<file path="src/rtl/register_scanner_pkg.sv">
// Shared types for the register scanner: FSM state encoding and scan depth helper.
package register_pkg;

    typedef enum logic [2:0] {
        IDLE  = 3'd0,
        FETCH = 3'd1,
        SEND  = 3'd2,
        CSUM  = 3'd3,
        DONE  = 3'd4
    } scan_state_t;

    function automatic int depth(input int bus);
        return 32'sd1 << bus;
    endfunction

endpackage

</file>
<file path="src/rtl/register_scanner_if.sv">
// Bank read port plus outgoing valid/ready word stream of the register scanner.
interface register_scanner_if #(
    parameter int Bits = 8,
    parameter int Bus  = 2
);
    logic [Bus-1:0]  A;
    logic [Bits-1:0] RD;
    logic [Bits-1:0] out_data;
    logic            out_valid;
    logic            out_ready;

    modport master (output A, out_data, out_valid, input RD, out_ready);
    modport slave  (input A, out_data, out_valid, output RD, out_ready);
endinterface

</file>
<file path="src/rtl/register_scanner_scan_addr_counter.sv">
// Bus-bit scan address counter with clear, increment and last-address flag.
module scan_addr_counter
    import register_pkg::*;
#(
    parameter int Bus = 2
) (
    input  logic           clk,
    input  logic           reset,
    input  logic           clear,
    input  logic           inc,
    output logic [Bus-1:0] count,
    output logic           last
);
    localparam logic [Bus-1:0] LAST_ADDR = Bus'(depth(Bus) - 32'sd1);

    logic [Bus-1:0] count_r;

    // Address register; saturates at the last address instead of wrapping.
    always_ff @(posedge clk) begin
        if (reset) begin
            count_r <= {Bus{1'b0}};
        end else if (clear) begin
            count_r <= {Bus{1'b0}};
        end else if (inc && (count_r != LAST_ADDR)) begin
            count_r <= count_r + Bus'(32'd1);
        end else begin
            count_r <= count_r;
        end
    end

    assign count = count_r;
    assign last  = (count_r == LAST_ADDR);
endmodule

</file>
<file path="src/rtl/register_scanner.sv">
// Walks every bank address once per start pulse and streams each word out.
// Define REGISTER_SCANNER_CHECKSUM_EN to append a modulo-2**Bits sum word per scan.
module register_scanner
    import register_pkg::*;
#(
    parameter int Bits = 8,
    parameter int Bus  = 2
) (
    input  logic                 clk,
    input  logic                 reset,
    input  logic                 start,
    register_scanner_if.master   bus,
    output logic                 busy,
    output logic                 done
);
    scan_state_t     state_r, next_state_s;
    logic            clear_s, inc_s, last_s, hs_s;
    logic [Bus-1:0]  addr_s;
    logic [Bits-1:0] out_data_r;
    logic            out_valid_r, busy_r, done_r;

    scan_addr_counter #(.Bus(Bus)) u_addr (
        .clk   (clk),
        .reset (reset),
        .clear (clear_s),
        .inc   (inc_s),
        .count (addr_s),
        .last  (last_s)
    );

    assign hs_s = out_valid_r && bus.out_ready;

    // State register.
    always_ff @(posedge clk) begin
        if (reset) begin
            state_r <= IDLE;
        end else begin
            state_r <= next_state_s;
        end
    end

    // Next state and counter control.
    always_comb begin
        next_state_s = state_r;
        clear_s      = 1'b0;
        inc_s        = 1'b0;
        case (state_r)
            IDLE: begin
                if (start) begin
                    next_state_s = FETCH;
                    clear_s      = 1'b1;
                end else begin
                    next_state_s = IDLE;
                end
            end
            FETCH: next_state_s = SEND;
            SEND: begin
                if (hs_s && last_s) begin
`ifdef REGISTER_SCANNER_CHECKSUM_EN
                    next_state_s = CSUM;
`else
                    next_state_s = DONE;
`endif
                end else if (hs_s) begin
                    inc_s        = 1'b1;
                    next_state_s = FETCH;
                end else begin
                    next_state_s = SEND;
                end
            end
`ifdef REGISTER_SCANNER_CHECKSUM_EN
            CSUM: begin
                if (hs_s) begin
                    next_state_s = DONE;
                end else begin
                    next_state_s = CSUM;
                end
            end
`endif
            DONE: begin
                next_state_s = IDLE;
                clear_s      = 1'b1;
            end
            default: begin
                next_state_s = IDLE;
                clear_s      = 1'b1;
            end
        endcase
    end

`ifdef REGISTER_SCANNER_CHECKSUM_EN
    logic [Bits-1:0] sum_r;

    // Running sum of every word captured in FETCH, restarted on each scan.
    always_ff @(posedge clk) begin
        if (reset) begin
            sum_r <= {Bits{1'b0}};
        end else if ((state_r == IDLE) && start) begin
            sum_r <= {Bits{1'b0}};
        end else if (state_r == FETCH) begin
            sum_r <= sum_r + bus.RD;
        end else begin
            sum_r <= sum_r;
        end
    end
`endif

    // Output word register: captured in FETCH, held until accepted.
    always_ff @(posedge clk) begin
        if (reset) begin
            out_data_r  <= {Bits{1'b0}};
            out_valid_r <= 1'b0;
        end else begin
            case (state_r)
                FETCH: begin
                    out_data_r  <= bus.RD;
                    out_valid_r <= 1'b1;
                end
                SEND: begin
                    if (hs_s) begin
                        out_valid_r <= 1'b0;
                    end
                end
`ifdef REGISTER_SCANNER_CHECKSUM_EN
                CSUM: begin
                    if (hs_s) begin
                        out_valid_r <= 1'b0;
                    end else if (!out_valid_r) begin
                        out_data_r  <= sum_r;
                        out_valid_r <= 1'b1;
                    end
                end
`endif
                default: out_valid_r <= 1'b0;
            endcase
        end
    end

    // Status flags registered from the upcoming state.
    always_ff @(posedge clk) begin
        if (reset) begin
            busy_r <= 1'b0;
            done_r <= 1'b0;
        end else begin
            busy_r <= (next_state_s != IDLE);
            done_r <= (next_state_s == DONE);
        end
    end

    assign bus.A         = addr_s;
    assign bus.out_data  = out_data_r;
    assign bus.out_valid = out_valid_r;
    assign busy          = busy_r;
    assign done          = done_r;
endmodule

</file>
<file path="src/flat_wrapper.sv">
// flat-port wrapper written by rule: the top's interface ports become plain ports
module register_scanner_flat import register_pkg::*;
#(
    parameter int Bits = 8,
    parameter int Bus  = 2
)
  (clk, reset, start, busy, done, bus_A, bus_out_data, bus_out_valid, bus_RD, bus_out_ready);
  register_scanner_if #(.Bits(Bits), .Bus(Bus)) bus_i ();
  input  logic clk;
  input  logic reset;
  input  logic start;
  output logic busy;
  output logic done;
  output wire logic [$bits(bus_i.A)-1:0] bus_A;
  output wire logic [$bits(bus_i.out_data)-1:0] bus_out_data;
  output wire logic [$bits(bus_i.out_valid)-1:0] bus_out_valid;
  input wire logic [$bits(bus_i.RD)-1:0] bus_RD;
  input wire logic [$bits(bus_i.out_ready)-1:0] bus_out_ready;
  assign bus_A = bus_i.A;
  assign bus_out_data = bus_i.out_data;
  assign bus_out_valid = bus_i.out_valid;
  assign bus_i.RD = bus_RD;
  assign bus_i.out_ready = bus_out_ready;
  register_scanner #(.Bits(Bits), .Bus(Bus)) u_core (.clk(clk), .reset(reset), .start(start), .bus(bus_i), .busy(busy), .done(done));
endmodule
</file>
<file path="config.mk">
export PLATFORM = sky130hd
export DESIGN_NAME = register_scanner_flat
export DESIGN_NICKNAME = d
export VERILOG_FILES = /design/src/rtl/register_scanner_pkg.sv /design/src/rtl/register_scanner_if.sv /design/src/rtl/register_scanner_scan_addr_counter.sv /design/src/rtl/register_scanner.sv /design/src/flat_wrapper.sv
export SDC_FILE = /design/constraint.sdc
export NUM_CORES = 1
export LEC_CHECK = 0
export BUFFER_PORTS_ARGS = -buffer_cell sky130_fd_sc_hd__buf_2
export CAP_MARGIN = 20
export CORE_MARGIN = 3
export CORE_UTILIZATION = 48
export DETAILED_ROUTE_END_ITERATION = 10
export PLACE_DENSITY = 0.87
export SLEW_MARGIN = 10
export SYNTH_ARGS = -nofsm -noshare
export SYNTH_HDL_FRONTEND = slang
export SYNTH_SLANG_ARGS = --single-unit
</file>
<file path="constraint.sdc">
create_clock -name clk -period 3.4 [get_ports clk]
set_input_delay 0 -clock clk [delete_from_list [all_inputs] [get_ports clk]]
set_output_delay 0 -clock clk [all_outputs]
set_load 0.05 [all_outputs]
</file>
==> impl_results.md, run 1 <==
- Vias in the first global route: 542
- Placed cell area: 763 sq um
- Tot Pwr: 368 uW
- Hold Path Depth: 2
- Slew @ Worst Pin: 0.377 ns
- Worst-path clk slew: 0.09 ns
- Io pins: 25
- Crit start category: flip-flop
- Fmax: 739 MHz
- Via density: 5.34
- Routability Congestion: 0.736
- Slew headroom: 74.9%
- CP Data Arrival Time: 1.57 ns
- Commonest non-fill, non-tap cell in the layout: buf_2
- Design area: 876 sq um
- Crit-path max cell delay: 0.53 ns
- Number of max-cap violations: 0
- First drt pass iteration count: 4
- CP cell instances: ha_1 -> or4_1 -> a21oi_1
- PnR worst setup slack: 2.05 ns
- Mapped cell area: 631 sq um
- Total track usage: 17.5%
- Initial antenna violation count: 0
- Die Ht: 42.2 microns
- Pwr dens: 420 mW/mm^2
- Die span in x: 42.2 microns
- Unrepaired setup endpoints after global routing: false
- DRT iter0 DRCs: 3
- Yosys reg bits: 16
- # resized after CTS: 0
- Syn Inst Count: 60
- Clk_skew: 0.00183 ns
- Share of cells above drive strength 1: 30.9%
- Detailed Route WL: 1.47 mm
- Setup TNS: 0 ns
- Clk root buf: clkbuf_4
- Crit path from: u_core.u_addr.count[0]
- Clock Tree Buf Depth: 2
- Fin crit share: 39.8%
- CP Capture Type: flip-flop
- Syn_nets: 73
- Run status: finished clean
- Number of fill cells: 86
- Crit Path Category: flip-flop to flip-flop
- Ant diodes: 0
- Sinks on the clock net: 16
- Inserted Clock Buffers: 3
- Final ANT Viol Nets: 0
- Final Hold Viols: 0
- Row cnt: 12
- R2R cell count: 3
- Reg-to-Reg End: u_core.u_addr.count[0]
- Grt total ovfl: 0
- Max IR drop VDD: 0.303 mV
- DR vias: 577
- Drt wl/cell: 13.6 microns
- Most frequent cells in the layout: buf_2, dfxtp_1, nor2_1, dlygate4sd3_1, mux2i_1
- TritonCTS clock tree: yes
- Post-DP HPWL: 917 microns
- R2R setup slack: 2.05 ns
- Placement Setup Slack: 2.06 ns
- Critical R2R Launch: u_core.u_addr.count[0]
- Clock Latency Late Sink: 0.28 ns
- Tmin final: 1.35 ns
- WHS: 0.0578 ns
- WP buf/inv: 0
- Area grow syn2layout: 38.9%
- Crit-path leading delay family: simple AND/OR/NAND/NOR gates
- Final setup fails: 0
- Mean Syn Cell Area: 10.5 sq um
- Die area: 0.00178 sq mm
- Pin count of the biggest net entering global routing: 15
- Distinct cell type count after synthesis: 22
- Share of the yosys chip area belonging to registers: 50.8%
- Critical Path Sink: u_core.u_addr.count[0]
- Fin nets: 109
- HP Class: primary input to flip-flop
- Global-route wire length before repair: 2.37 mm
- Yosys warns: 0
- Port Buffers: 24
- Starting Density: 53.8%
- LEAKAGE: 0.407 nW
- Slew Viols, Final: 0
- Number of cells on the critical path: 3
- H-tree depth: 1
- DR DRC count: 0
- Critical path required time: 3.62 ns
- Worst Path Max Fanout: 7
- Worst path slowest cell: or4_1
- Core footprint: 0.00117 sq mm
cells in the mapped netlist:
master,n,area [sq um]
or4_1,2,15.0
nor2_1,9,33.8
inv_1,1,3.75
or3_1,1,6.26
or4b_1,1,10.0
nand4b_4,1,23.8
nor4_1,1,6.26
o31ai_1,3,22.5
and2b_1,1,7.51
a211oi_1,1,7.51
nand2_1,1,3.75
a21oi_1,4,20.0
dfxtp_1,16,320
mux2i_1,8,80.1
buf_2,1,5.00
nor4b_1,2,17.5
nor3b_1,1,7.51
nor3_1,1,5.00
ha_1,1,12.5
clkbuf_1,2,7.51
nor2b_1,1,6.26
o31a_1,1,8.76
where the power goes:
group	total, mW	switching [mW]	internal, mW	leakage (nW)
Clock	0.0970	0.0560	0.0410	0.0138
Combinational	0.0690	0.0412	0.0278	0.263
Sequential	0.202	0.00679	0.195	0.130
Total	0.368	0.104	0.264	0.407
how the worst min path moves through the flow:
stage	slack, ns	to	start
after floorplan	0.08	u_core.bus.out_valid	reset
after global placement	0.23	u_core.busy	start
after detailed placement	0.24	u_core.busy	start
after CTS	0.05	u_core.bus.out_data[4]	reset
after global routing	0.07	u_core.done	bus_out_ready
final	0.06	u_core.bus.out_data[2]	reset
logic make-up (layout without fill, tap and decap cells):
family	count (synthesis)	after routing	synth area share [%]
simple gates	22	22	22.6
flops	16	16	50.8
mux	8	8	12.7
buf+inv	4	38	2.58
fa+ha+maj	1	1	1.98
compound gates	9	9	9.33
metal layers:
metal / wire length, microns / track usage, % / share of wire (%) / up-vias
met5: 0 / 0 / 0 / -
met3: 53 / 2.58 / 3.6 / 2
met1: 661 / 21.0 / 45 / 272
met4: 9 / 7.45 / 0.61 / 0
met2: 747 / 30.4 / 51 / 11
li1: - / - / - / 292
state kept, by name, summed over array words and instances, names as in the netlist:
name                  count
u_core.bus.out_data       8
u_core.bus.out_valid      1
u_core.busy               1
u_core.done               1
u_core.state_r            3
u_core.u_addr.count       2
worst register-to-register path, delay by kind of cell (launching register included):
kind / cells / cell delay (ns)
compound gates: 1 / 0.15
fa+ha+maj: 1 / 0.27
flops: 1 / 0.34
simple gates: 1 / 0.53
through the flow:
stage	utilization, %	std cells
after detailed placement	65.2	96
after global placement	65.2	96
after floorplan	-	60
after CTS	74.8	108
after global routing	74.8	108
final	74.8	108
repair_timing:
item                                    CTS  global route
buffers inserted                          0             0
hold buffers                              9             0
hold endpoints to repair                  9             0
endpoints found under the setup margin    0             0
final cells by class:
| class | instances | area, sq um | share of cell area (%) |
|---|---|---|---|
| clock buffers | 3 | 22.5 | 2.57 |
| inverters | 1 | 3.75 | 0.429 |
| multi-input cells | 40 | 294 | 33.6 |
| flip-flops and latches | 16 | 320 | 36.6 |
| well taps | 14 | 17.5 | 2.00 |
| repair buffers | 34 | 218 | 24.9 |
Power figures use the tool's default switching activity.
==> run 2, diff against run 1 <==
--- a/config.mk
+++ b/config.mk
@@ -5,12 +5,13 @@
 export SDC_FILE = /design/constraint.sdc
 export NUM_CORES = 1
 export LEC_CHECK = 0
+export ABC_AREA = 1
 export BUFFER_PORTS_ARGS = -buffer_cell sky130_fd_sc_hd__buf_2
 export CAP_MARGIN = 20
 export CORE_MARGIN = 3
-export CORE_UTILIZATION = 48
+export CORE_UTILIZATION = 46
 export DETAILED_ROUTE_END_ITERATION = 10
-export PLACE_DENSITY = 0.87
+export PLACE_DENSITY = 0.83
 export SLEW_MARGIN = 10
 export SYNTH_ARGS = -nofsm -noshare
 export SYNTH_HDL_FRONTEND = slang
==> constraint.sdc (replaced) <==
create_clock -name clk -period 1.3 [get_ports clk]
set_input_delay 0 -clock clk [delete_from_list [all_inputs] [get_ports clk]]
set_output_delay 0 -clock clk [all_outputs]
set_load 0.05 [all_outputs]
==> impl_results.md, run 2 <==
- Die Ht: 44.3 microns (was 42.2 microns)
- Critical path required time: 1.48 ns (was 3.62 ns)
- Hold Path Depth: 3 (was 2)
- Share of cells above drive strength 1: 42.1% (was 30.9%)
- Global-route wire length before repair: 2.42 mm (was 2.37 mm)
- Number of max-cap violations: 0 (unchanged)
- Top cell type's share of synthesized area: 47.4% (was 50.8%)
- Max IR drop VDD: 0.527 mV (was 0.303 mV)
- DR vias: 628 (was 577)
- Synth top area cells: dfxtp_1, nor2_1, o21ai_2, nand2_1, nand3_1 (was dfxtp_1, mux2i_1, nor2_1, nand4b_4, o31ai_1)
- Crit path top cell by count: nor2_1
- Net Sw Frac: 32.2% (was 28.3%)
- PnR worst setup slack: 0.149 ns (was 2.05 ns)
- Asr flop ratio synth: 0% (unchanged)
- DRT iter0 DRCs: 13 (was 3)
- LEAKAGE: 0.450 nW (was 0.407 nW)
- Distinct cell type count after synthesis: 19 (was 22)
- CP Data Arrival Time: 1.33 ns (was 1.57 ns)
- Design area: 926 sq um (was 876 sq um)
- Number of cells on the critical path: 5 (was 3)
- Reg-to-Reg End: u_core.bus.out_data[4] (was u_core.u_addr.count[0])
- HP Start: bus_out_ready (was reset)
- TritonCTS clock tree: yes (unchanged)
- Critical Path Sink: u_core.bus.out_data[4] (was u_core.u_addr.count[0])
- Crit path from: u_core.state_r[1] (was u_core.u_addr.count[0])
- HP Class: primary input to flip-flop (unchanged)
- Sinks on the clock net: 16 (unchanged)
- Syn_nets: 91 (was 73)
- WP buf/inv: 1 (was 0)
- Yosys warns: 0 (unchanged)
- Yosys reg bits: 16 (unchanged)
- Clock Latency Late Sink: 0.28 ns (about the same)
- R2R cell count: 5 (was 3)
- Mux share of post-synthesis cell area: 0% (was 12.7%)
- Crit-path max cell delay: 0.39 ns (was 0.53 ns)
- Fin util: 69.4% (was 74.8%)
- Vias in the first global route: 593 (was 542)
- Most frequent cells in the layout: buf_2, nor2_1, dfxtp_1 (was buf_2, dfxtp_1, nor2_1, dlygate4sd3_1, mux2i_1)
- Inserted Clock Buffers: 3 (unchanged)
- Io pins: 25 (unchanged)
- Core footprint: 0.00133 sq mm (was 0.00117 sq mm)
- Ant diodes: 0 (unchanged)
- Psw: 340 uW (was 104 uW)
- H-tree depth: 1 (unchanged)
- Drt wl/cell: 11.5 microns (was 13.6 microns)
- Post-DP HPWL: 1.06 mm (was 917 microns)
- Placement Setup Slack: 0.181 ns (was 2.06 ns)
- Run status: finished clean (unchanged)
- Comb pwr share: 24.9% (was 18.7%)
- Final Hold Viols: 0 (unchanged)
- Commonest non-fill, non-tap cell in the layout: buf_2 (unchanged)
- Initial antenna violation count: 0 (unchanged)
- Port Buffers: 24 (unchanged)
- Clock Tree Buf Depth: 2 (unchanged)
- Seq pwr share: 50.8% (was 54.9%)
- First drt pass iteration count: 5 (was 4)
- Share of the yosys chip area belonging to registers: 47.4% (was 50.8%)
- Slew headroom: 82.4% (was 74.9%)
- Placed cell area: 813 sq um (was 763 sq um)
- Most common cell in the netlist: nor2_1 (was dfxtp_1)
- Row cnt: 13 (was 12)
- XOR/XNOR share of the synthesized area: 0% (unchanged)
- Worst-path clk slew: 0.09 ns (about the same)
- Max reg flops: 8 (unchanged)
- Main combinational cell family by area after synthesis: simple AND/OR/NAND/NOR gates (unchanged)
- Area occupied by multi-input gates: 308 sq um (was 294 sq um)
- Unrepaired setup endpoints after global routing: false (unchanged)
- Post-CTS Setup Inserts: 0 (unchanged)
- Critical R2R Launch: u_core.state_r[1] (was u_core.u_addr.count[0])
- Slew @ Worst Pin: 0.262 ns (was 0.377 ns)
- Fin nets: 129 (was 109)
- Via density: 4.87 (was 5.34)
- Slew Viols, Final: 0 (unchanged)
- Crit start category: flip-flop (unchanged)
- Final ANT Viol Nets: 0 (unchanged)
- Synth Area in Adders: 1.85% (was 1.98%)
- Complex-gate fraction of the synthesized area: 15.2% (was 9.33%)
- Pwr dens: 1140 mW/mm^2 (was 420 mW/mm^2)
- Die span in x: 44.3 microns (was 42.2 microns)
- Starting Density: 50.7% (was 53.8%)
- Pin count of the biggest net entering global routing: 11 (was 15)
- Int Pwr: 718 uW (was 264 uW)
- Setup TNS: 0 ns (unchanged)
- R2R setup slack: 0.15 ns (was 2.05 ns)
- Cell taking the most area after synthesis: dfxtp_1 (unchanged)
- DR DRC count: 0 (unchanged)
- Final setup fails: 0 (unchanged)
- Number of fill cells: 115 (was 86)
- Syn Inst Count: 78 (was 60)
- Commonest cells post-synth: nor2_1, dfxtp_1, nand2_1, o21ai_2, nand3_1 (was dfxtp_1, nor2_1, mux2i_1, a21oi_1, o31ai_1)
- Worst path slowest cell: dfxtp_1 (was or4_1)
- Area grow syn2layout: 37.0% (was 38.9%)
- Clk root buf: clkbuf_4 (unchanged)
- Total track usage: 17.2% (was 17.5%)
- EDFF count, synth: 0 (unchanged)
- Crit-path leading delay family: simple AND/OR/NAND/NOR gates (unchanged)
- Grt total ovfl: 0 (unchanged)
- Register area: 323 sq um (was 320 sq um)
- Mean Syn Cell Area: 8.66 sq um (was 10.5 sq um)
- Post-synthesis simple-gate area fraction: 28.5% (was 22.6%)
- # resized after CTS: 0 (unchanged)
- Fmax: 869 MHz (was 739 MHz)
- Crit Path Category: flip-flop to flip-flop (unchanged)
- Tmin final: 1.15 ns (was 1.35 ns)
- Synth Flop Type: dfxtp_1 (unchanged)
- Detailed Route WL: 1.48 mm (was 1.47 mm)
- Clk pwr share: 24.3% (was 26.4%)
- Die area: 0.00196 sq mm (was 0.00178 sq mm)
- Worst Path Max Fanout: 8 (was 7)
- Fin crit share: 88.5% (was 39.8%)
- Mapped cell area: 676 sq um (was 631 sq um)
- CP Capture Type: flip-flop (unchanged)
- Clk_skew: 0.000272 ns (was 0.00183 ns)
- CP cell instances: nor2_2 -> nand2_2 -> clkinv_1 -> nor2_1 -> nor2_1 (was ha_1 -> or4_1 -> a21oi_1)
- Routability Congestion: 0.742 (was 0.736)
==> run 2: cell count changes in the layout (fill, tap and decap cells not counted), moves of 3 or more <==
cell	before	now
a21oi_1	4	0
mux2i_1	8	0
nand2_1	1	9
nand2_2	0	3
nand3_1	0	4
nor2_1	9	19
o21ai_2	0	8
o31ai_1	3	0
==> run 2: power groups by stage <==
stage	clock network, mW	registers, mW	logic [mW]
2_1_floorplan	0	0.636	0.0932
3_3_place_gp	0	0.548	0.238
5_1_grt	0.279	0.541	0.283
4_1_cts	0.260	0.537	0.264
3_5_place_dp	0	0.549	0.242
6_report	0.257	0.537	0.264
==> run 2: area by class of cell <==
| type | count | area share [%] |
|---|---|---|
| Clock buffer | 3 | 2.43 |
| Inverter | 6 | 3.92 |
| Multi-Input combinational cell | 55 | 33.2 |
| Sequential cell | 16 | 34.9 |
| Tap cell | 15 | 2.03 |
| Timing Repair Buffer | 34 | 23.5 |
==> run 2: worst min-delay path by stage <==
stage | endpoint | slack, ns
after floorplan | u_core.bus.out_valid | 0.06
after global placement | u_core.bus.out_data[1] | 0.23
after global routing | u_core.done | 0.06
final | u_core.done | 0.04
after CTS | u_core.done | 0.03
after detailed placement | u_core.bus.out_data[2] | 0.24
==> run 2: stage by stage <==
stage                     cells  power (mW)  hold WS, ns
after floorplan              78       0.730       0.0624
after global placement      117       0.786        0.234
after detailed placement    117       0.791        0.245
after CTS                   129        1.06       0.0305
after global routing        129        1.10       0.0614
final                       129        1.06       0.0354
==> run 2: cell families after synthesis <==
logic type / after synthesis
and+or+nand+nor: 42
DFF: 16
AOI/OAI and AO/OA: 12
buffers and inverters: 7
adders and majority gates: 1
==> run 2: worst reg2reg max path: stages, from the launching register on <==
cell and delay, ns:
dfxtp_1 0.39, nor2_2 0.08, nand2_2 0.14, clkinv_1 0.23, nor2_1 0.16, nor2_1 0.06
==> run 2: timing repair <==
item | 4_1_cts | 5_1_grt
hold buffers | 9 | 0
hold endpoints to repair | 12 | 0
setup endpoints to repair | 0 | 0
==> run 2: routing by layer <==
| metal | up-vias | global-route usage (%) | part of all wire, % |
|---|---|---|---|
| li1 | 325 | - | - |
| met1 | 289 | 19.7 | 45 |
| met2 | 12 | 27.6 | 50 |
| met3 | 2 | 5.28 | 4.6 |
| met4 | 0 | 10.8 | 0.74 |
| met5 | - | 0 | 0 |
